===== src/rtl/control_sequencer_if.sv =====
// Control bus between the controller-sequencer and the SAP datapath.
// Optional single-step input is present only when SINGLE_STEP_EN is defined.
interface control_sequencer_if;
  logic [3:0] IR_op;
  logic [5:0] t_state;
  logic       IPC;
  logic       EP;
  logic       LM;
  logic       CE;
  logic       LI;
  logic       EI;
  logic       LA;
  logic       EA;
  logic       SU;
  logic       EU;
  logic       LB;
  logic       LO;
  logic       halted;
`ifdef SINGLE_STEP_EN
  logic       step;
`endif

  // Sequencer side: consumes the opcode, drives every strobe
  modport master (
`ifdef SINGLE_STEP_EN
    input  step,
`endif
    input  IR_op,
    output t_state, IPC, EP, LM, CE, LI, EI, LA, EA, SU, EU, LB, LO, halted
  );

  // Datapath side: supplies the opcode, obeys the strobes
  modport slave (
`ifdef SINGLE_STEP_EN
    output step,
`endif
    output IR_op,
    input  t_state, IPC, EP, LM, CE, LI, EI, LA, EA, SU, EU, LB, LO, halted
  );
endinterface


===== src/rtl/control_sequencer.sv =====
// SAP-style controller-sequencer: 6-state one-hot T-ring (T1..T3 fetch,
// T4..T6 execute) with combinational opcode decode into bus/load strobes.
// Build option SINGLE_STEP_EN: ring and halt latch advance only when step=1.
module control_sequencer (
  input  logic                 clk,
  input  logic                 CLRn,
  control_sequencer_if.master  bus
);

  localparam logic [3:0] OP_LDA = 4'b0000;
  localparam logic [3:0] OP_ADD = 4'b0001;
  localparam logic [3:0] OP_SUB = 4'b0010;
  localparam logic [3:0] OP_OUT = 4'b1110;
  localparam logic [3:0] OP_HLT = 4'b1111;

  typedef enum logic [5:0] {
    T1 = 6'b000001,
    T2 = 6'b000010,
    T3 = 6'b000100,
    T4 = 6'b001000,
    T5 = 6'b010000,
    T6 = 6'b100000
  } tstate_e;

  tstate_e state_q;
  logic    halted_q;
  logic    adv;

`ifdef SINGLE_STEP_EN
  assign adv = bus.step;
`else
  assign adv = 1'b1;
`endif

  // Ring counter and halt latch; HLT decoded in T4 freezes the ring there
  always_ff @(posedge clk or posedge CLRn) begin
    if (CLRn) begin
      state_q  <= T1;
      halted_q <= 1'b0;
    end else if (adv && !halted_q) begin
      case (state_q)
        T1:      state_q <= T2;
        T2:      state_q <= T3;
        T3:      state_q <= T4;
        T4: begin
          if (bus.IR_op == OP_HLT) halted_q <= 1'b1;
          else                     state_q  <= T5;
        end
        T5:      state_q <= T6;
        T6:      state_q <= T1;
        default: state_q <= T1;
      endcase
    end
  end

  logic ipc_c, ep_c, lm_c, ce_c, li_c, ei_c, la_c, ea_c, su_c, eu_c, lb_c, lo_c;

  // Strobe decode from T-state and opcode, forced low in reset or halt
  always_comb begin
    ipc_c = 1'b0; ep_c = 1'b0; lm_c = 1'b0; ce_c = 1'b0;
    li_c  = 1'b0; ei_c = 1'b0; la_c = 1'b0; ea_c = 1'b0;
    su_c  = 1'b0; eu_c = 1'b0; lb_c = 1'b0; lo_c = 1'b0;
    if (!CLRn && !halted_q) begin
      case (state_q)
        T1: begin ep_c = 1'b1; lm_c = 1'b1; end
        T2: ipc_c = 1'b1;
        T3: begin ce_c = 1'b1; li_c = 1'b1; end
        T4: begin
          case (bus.IR_op)
            OP_LDA, OP_ADD, OP_SUB: begin ei_c = 1'b1; lm_c = 1'b1; end
            OP_OUT:                 begin ea_c = 1'b1; lo_c = 1'b1; end
            default: ;
          endcase
        end
        T5: begin
          case (bus.IR_op)
            OP_LDA:         begin ce_c = 1'b1; la_c = 1'b1; end
            OP_ADD, OP_SUB: begin ce_c = 1'b1; lb_c = 1'b1; end
            default: ;
          endcase
        end
        T6: begin
          case (bus.IR_op)
            OP_ADD: begin eu_c = 1'b1; la_c = 1'b1; end
            OP_SUB: begin eu_c = 1'b1; su_c = 1'b1; la_c = 1'b1; end
            default: ;
          endcase
        end
        default: ;
      endcase
    end
  end

  assign bus.t_state = 6'(state_q);
  assign bus.halted  = halted_q;
  assign bus.IPC     = ipc_c;
  assign bus.EP      = ep_c;
  assign bus.LM      = lm_c;
  assign bus.CE      = ce_c;
  assign bus.LI      = li_c;
  assign bus.EI      = ei_c;
  assign bus.LA      = la_c;
  assign bus.EA      = ea_c;
  assign bus.SU      = su_c;
  assign bus.EU      = eu_c;
  assign bus.LB      = lb_c;
  assign bus.LO      = lo_c;

endmodule


===== src/flat_wrapper.sv =====
// flat-port wrapper written by rule: the top's interface ports become plain ports
module control_sequencer_flat 
  (clk, CLRn, bus_IR_op, bus_t_state, bus_IPC, bus_EP, bus_LM, bus_CE, bus_LI, bus_EI, bus_LA, bus_EA, bus_SU, bus_EU, bus_LB, bus_LO, bus_halted);
  control_sequencer_if bus_i ();
  input  logic clk;
  input  logic CLRn;
  input wire logic [$bits(bus_i.IR_op)-1:0] bus_IR_op;
  output wire logic [$bits(bus_i.t_state)-1:0] bus_t_state;
  output wire logic [$bits(bus_i.IPC)-1:0] bus_IPC;
  output wire logic [$bits(bus_i.EP)-1:0] bus_EP;
  output wire logic [$bits(bus_i.LM)-1:0] bus_LM;
  output wire logic [$bits(bus_i.CE)-1:0] bus_CE;
  output wire logic [$bits(bus_i.LI)-1:0] bus_LI;
  output wire logic [$bits(bus_i.EI)-1:0] bus_EI;
  output wire logic [$bits(bus_i.LA)-1:0] bus_LA;
  output wire logic [$bits(bus_i.EA)-1:0] bus_EA;
  output wire logic [$bits(bus_i.SU)-1:0] bus_SU;
  output wire logic [$bits(bus_i.EU)-1:0] bus_EU;
  output wire logic [$bits(bus_i.LB)-1:0] bus_LB;
  output wire logic [$bits(bus_i.LO)-1:0] bus_LO;
  output wire logic [$bits(bus_i.halted)-1:0] bus_halted;
  assign bus_i.IR_op = bus_IR_op;
  assign bus_t_state = bus_i.t_state;
  assign bus_IPC = bus_i.IPC;
  assign bus_EP = bus_i.EP;
  assign bus_LM = bus_i.LM;
  assign bus_CE = bus_i.CE;
  assign bus_LI = bus_i.LI;
  assign bus_EI = bus_i.EI;
  assign bus_LA = bus_i.LA;
  assign bus_EA = bus_i.EA;
  assign bus_SU = bus_i.SU;
  assign bus_EU = bus_i.EU;
  assign bus_LB = bus_i.LB;
  assign bus_LO = bus_i.LO;
  assign bus_halted = bus_i.halted;
  control_sequencer u_core (.clk(clk), .CLRn(CLRn), .bus(bus_i));
endmodule

===== config.mk =====
export PLATFORM = sky130hd
export DESIGN_NAME = control_sequencer_flat
export DESIGN_NICKNAME = d
export VERILOG_FILES = /design/src/rtl/control_sequencer_if.sv /design/src/rtl/control_sequencer.sv /design/src/flat_wrapper.sv
export SDC_FILE = /design/constraint.sdc
export NUM_CORES = 1
export LEC_CHECK = 0
export BUFFER_PORTS_ARGS = -buffer_cell sky130_fd_sc_hd__buf_4
export CORE_AREA = 3 3 40 42
export CTS_CLUSTER_DIAMETER = 120
export DETAILED_ROUTE_END_ITERATION = 12
export DIE_AREA = 0 0 43 45
export PLACE_DENSITY = 0.7
export SYNTH_ARGS = -nofsm -noshare
export SYNTH_HDL_FRONTEND = slang
export SYNTH_SLANG_ARGS = --single-unit

===== constraint.sdc =====
create_clock -name clk -period 1.8 [get_ports clk]
set_clock_uncertainty 0.15 [all_clocks]
set_input_delay 0.27 -clock clk [delete_from_list [all_inputs] [get_ports clk]]
set_output_delay 0.27 -clock clk [all_outputs]
set_load 0.03 [all_outputs]

==> results.toml, run 1 <==
[placed_design]
dp.final_hpwl_um = 1620
gp_congestion = 0.883
place_inst = 117
dp_slack_ns = -0.117
portBuffers = 24

[die]
rows = 13
die_w_um = 43
die_h_um = 45
initial_core_util_pct = 44.6
ios = 25

[synthesis]
netlist_area_um2 = 573
ys_seq_elements = 7
synth-edff-count = 0
avgSynthCellArea_um2 = 8.95
ys_seq_area_share_pct = 30.8
ys_top_cells_by_area = "dfrtp_1 26%, mux2i_1 5.2%, inv_1 5.2%"
postSynthCellCount = 64
netlist.area_leader.share_pct = 26.2
synthArstFlopShare_pct = 100
syn_nets = 70
ys_types = 29
synth_top_area_cell = "dfrtp_1"
yosys_warnings = 0
synth_ff_type = "dfrtp_1"
synthTopCellsByCount = "8 x inv_1, 6 x dfrtp_1, 6 x nor2_1"
synth.most_common_cell = "inv_1"

[outcome]
tool.error = "[ERROR DPL-0038] Utilization greater than 100%, impossible to legalize"
status = "aborted with a tool error"
stop_stage = "global routing (5_1_grt)"

[clocking]
numCtsBuffers = 3
htreeDepth = 1
root_buffer = "clkbuf_4"
clockBufferDepth = 2
numClockSinks = 7
ctsHoldBuffers = 0

[timing]
worst-ep-kind = "top-level output"
worstEndpointGrtRepair = "bus_LA"

[global_route]
grt_max_degree = 12
-- cells by family after synthesis --
kind of cell              after synthesis  synth area share [%]
AOI/OAI and AO/OA                      10                  19.0
buffers and inverters                  12                  8.52
and+or+nand+nor                        30                  33.4
muxes                                   3                  5.24
xor gates and xnor gates                2                  3.06
DFF                                     7                  30.8
-- stage by stage --
stage	hold WS (ns)	TNS, ns	instance area, um^2
after floorplan	0.263	-1.13	743
after global placement	0.275	-0.260	1040
after detailed placement	0.283	-0.406	1040
after CTS	0.0171	-2.83	1190
-- repair_timing --
action / in CTS
pin swaps: 8
setup endpoints to repair: 12
resized for setup: 17
buffers inserted: 6
==> inputs of run 2 (changes only) <==
Settings changed: CORE_AREA 3 3 40 42 to 3 3 64 66, CTS_CLUSTER_DIAMETER 120 to unset, DIE_AREA 0 0 43 45 to 0 0 67 69, PLACE_DENSITY 0.7 to unset, PLACE_DENSITY_LB_ADDON set to 0.15.
==> run 2 against run 1 <==
The flow now finishes, with violations (setup timing). Synthesized cell count stayed put. Synthesized area stayed put.
==> results.toml, run 2 <==
[worst_setup_path]
cp.required_ns = 1.38
cp_common_cell = "buf_6"
critPathKind = "flip-flop to output port"
path_delay_family = "buffers and inverters"
critPathCaptureType = "output port"
startpoint_type = "flip-flop"
crit_chain = "buf_6 > nor4_4 > buf_4 > nand3_4 > o32ai_4 > buf_6"
crit_path_top_delay_cell = "dfrtp_2"
cpPeakStageDelay_ns = 0.43
crit_path_max_fanout = 4
worst-path-buf-inv = 3
critPathArrivalTime_ns = 1.68

[placed_design]
postPlaceCellArea_mm2 = 0.00110
gp_congestion = 0.763
place_inst = 152
portBuffers = 24
dp.final_hpwl_um = 1770

[finish]
num_antenna_cells = 0
largest_reg_flops = 6
final_common_cell = "buf_4"
layout_common_cells = "35 x buf_4, 17 x buf_6, 8 x inv_1"
fin_nets = 124
nFillCells = 373
fin_util_pct = 37.0
design_area_mm2 = 0.00135
regArea_um2 = 184
stdcell_count = 165
multiInputGateArea_um2 = 568
area_growth_pct = 135
drive_above_1_share_pct = 76.9

[synthesis]
ys_top_cells_by_area = "dfrtp_1 26%, mux2i_1 5.2%, inv_1 5.2%"
ys_seq_area_share_pct = 30.8
syn_nets = 70
ys_seq_elements = 7
synth-edff-count = 0
synthTopCellsByCount = "8 x inv_1, 6 x dfrtp_1, 6 x nor2_1"
synth_ff_type = "dfrtp_1"
synth_top_area_cell = "dfrtp_1"
synth.most_common_cell = "inv_1"
avgSynthCellArea_um2 = 8.95
netlist_area_um2 = 573
postSynthCellCount = 64
ys_types = 29
netlist.area_leader.share_pct = 26.2
yosys_warnings = 0
synthArstFlopShare_pct = 100

[route]
firstDrtPassIters = 4
vias = 713
drt_first_iter_violations = 30
final_antenna_net_count = 0
wire_per_inst_um = 13.1
drc_errors = 0
vias_per_cell = 4.32
routed_wl_um = 2170

[timing]
layout_setup_ws_ns = -0.298
hold_viol = 0
max_freq_mhz = 477
rsz0062_at_grt = "yes"
fin_setup_tns_ns = -2.47
max-slew-margin-rel_pct = 75.0
finalCriticalPeriod_ns = 2.10
maxSlewViolCount = 0
setup_viol = 12
period_share_pct = 117
max_slew.worst_pin.slew_ns = 0.375

[die]
ios = 25
core-area_mm2 = 0.00363
die_h_um = 69
dieArea_mm2 = 0.00462
rows = 22
die_w_um = 67
initial_core_util_pct = 15.8

[clocking]
clockBufferDepth = 2
root_buffer = "clkbuf_8"
numClockSinks = 7
tritoncts = "built"
clkLatencyLatePin_ns = 0.22
htreeDepth = 1
clkTransAtPathRegs_ns = 0.04
ctsHoldBuffers = 0
numCtsBuffers = 3

[power]
ir_worst_vdd_v = 0.000796
p_switching_mw = 0.727
leakage_nw = 0.558
finalPower_mw = 1.68
internal_power_mw = 0.949
swShare_pct = 43.4
powerDensity_mw_per_mm2 = 1250
seqPwrFrac_pct = 18.0
p_clk_share_pct = 12.8
comb_power_share_pct = 69.2

[global_route]
grt_overflow = 0
grt_max_degree = 10
grt_use_total_pct = 9.58
antenna_found_initial = 0
grt_pass1_vias = 721
grt_pass1_wl_um = 3510

[outcome]
violations = "setup timing"
status = "finished with violations"

[job]
maxCapViolations = 0

[worst_hold_path]
hold_path.class = "input port to async pin"
[run 2: metal layers]
layer  global-route usage, %  wire length (um)  vias to the layer above
li1                        -                 -                      345
met3                    1.47               127                        2
met5                       0                 0                        -
met4                    2.03                 6                        0
met2                    15.4              1050                       21
met1                    13.3               983                      345
[run 2: power by group through the flow]
stage          Sequential, mW  Clock, mW  Combinational, mW
6_report                0.302      0.215               1.16
5_1_grt                 0.309      0.232               1.24
4_1_cts                 0.303      0.219               1.10
3_5_place_dp            0.301          0              0.923
3_3_place_gp            0.301          0              0.925
2_1_floorplan           0.410          0              0.421
[run 2: worst reg2reg max path, delay by kind of cell (launching register included)]
family,cells,cell delay (ns)
flip-flops,1,0.43
buffers and inverters,3,0.43
AND/OR/NAND/NOR,1,0.30
multiplexers,1,0.16
AO/OA/AOI/OAI,1,0.15
[run 2: path summary, 6_finish.rpt]
check                                      start                     to  slack [ns]  cells past startpoint
max                        u_core.bus.t_state[4]                 bus_LM       -0.30                      6
min                                         CLRn      u_core.bus.halted        0.05                      3
max reg2reg                u_core.bus.t_state[4]  u_core.bus.t_state[1]        0.05                      6
min reg2reg                u_core.bus.t_state[4]  u_core.bus.t_state[4]        0.55                      2
max in group asynchronous                   CLRn  u_core.bus.t_state[0]        1.18                      3
min in group clk                    bus_IR_op[1]  u_core.bus.t_state[4]        0.53                      4
[run 2: cell families after synthesis]
kind of cell	share of synthesized area, %
and+or+nand+nor	33.4
buffers and inverters	8.52
AOI/OAI and AO/OA	19.0
DFF	30.8
muxes	5.24
xor gates and xnor gates	3.06
[run 2: layout make-up]
class                      count  share of cell area [%]
clock buffer                   4                    3.35
inverter                       9                    2.51
multi-input combinational     45                    42.2
sequential                     7                    13.7
tap                           48                    4.47
timing repair buffer          52                    33.8
[run 2: metrics by stage]
step	worst slack [ns]	hold slack, ns
after floorplan	-0.215	0.263
after global placement	-0.0969	0.295
after detailed placement	-0.128	0.286
after CTS	-0.291	0.0526
after global routing	-0.365	0.0778
final	-0.298	0.0488
[run 2: repair_timing]
item / CTS / global route
pin swaps: 12 / 7
buffers inserted: 7 / 3
resized for setup: 20 / 10
setup endpoints to repair: 12 / 13
(Power assumes the default switching activity.)
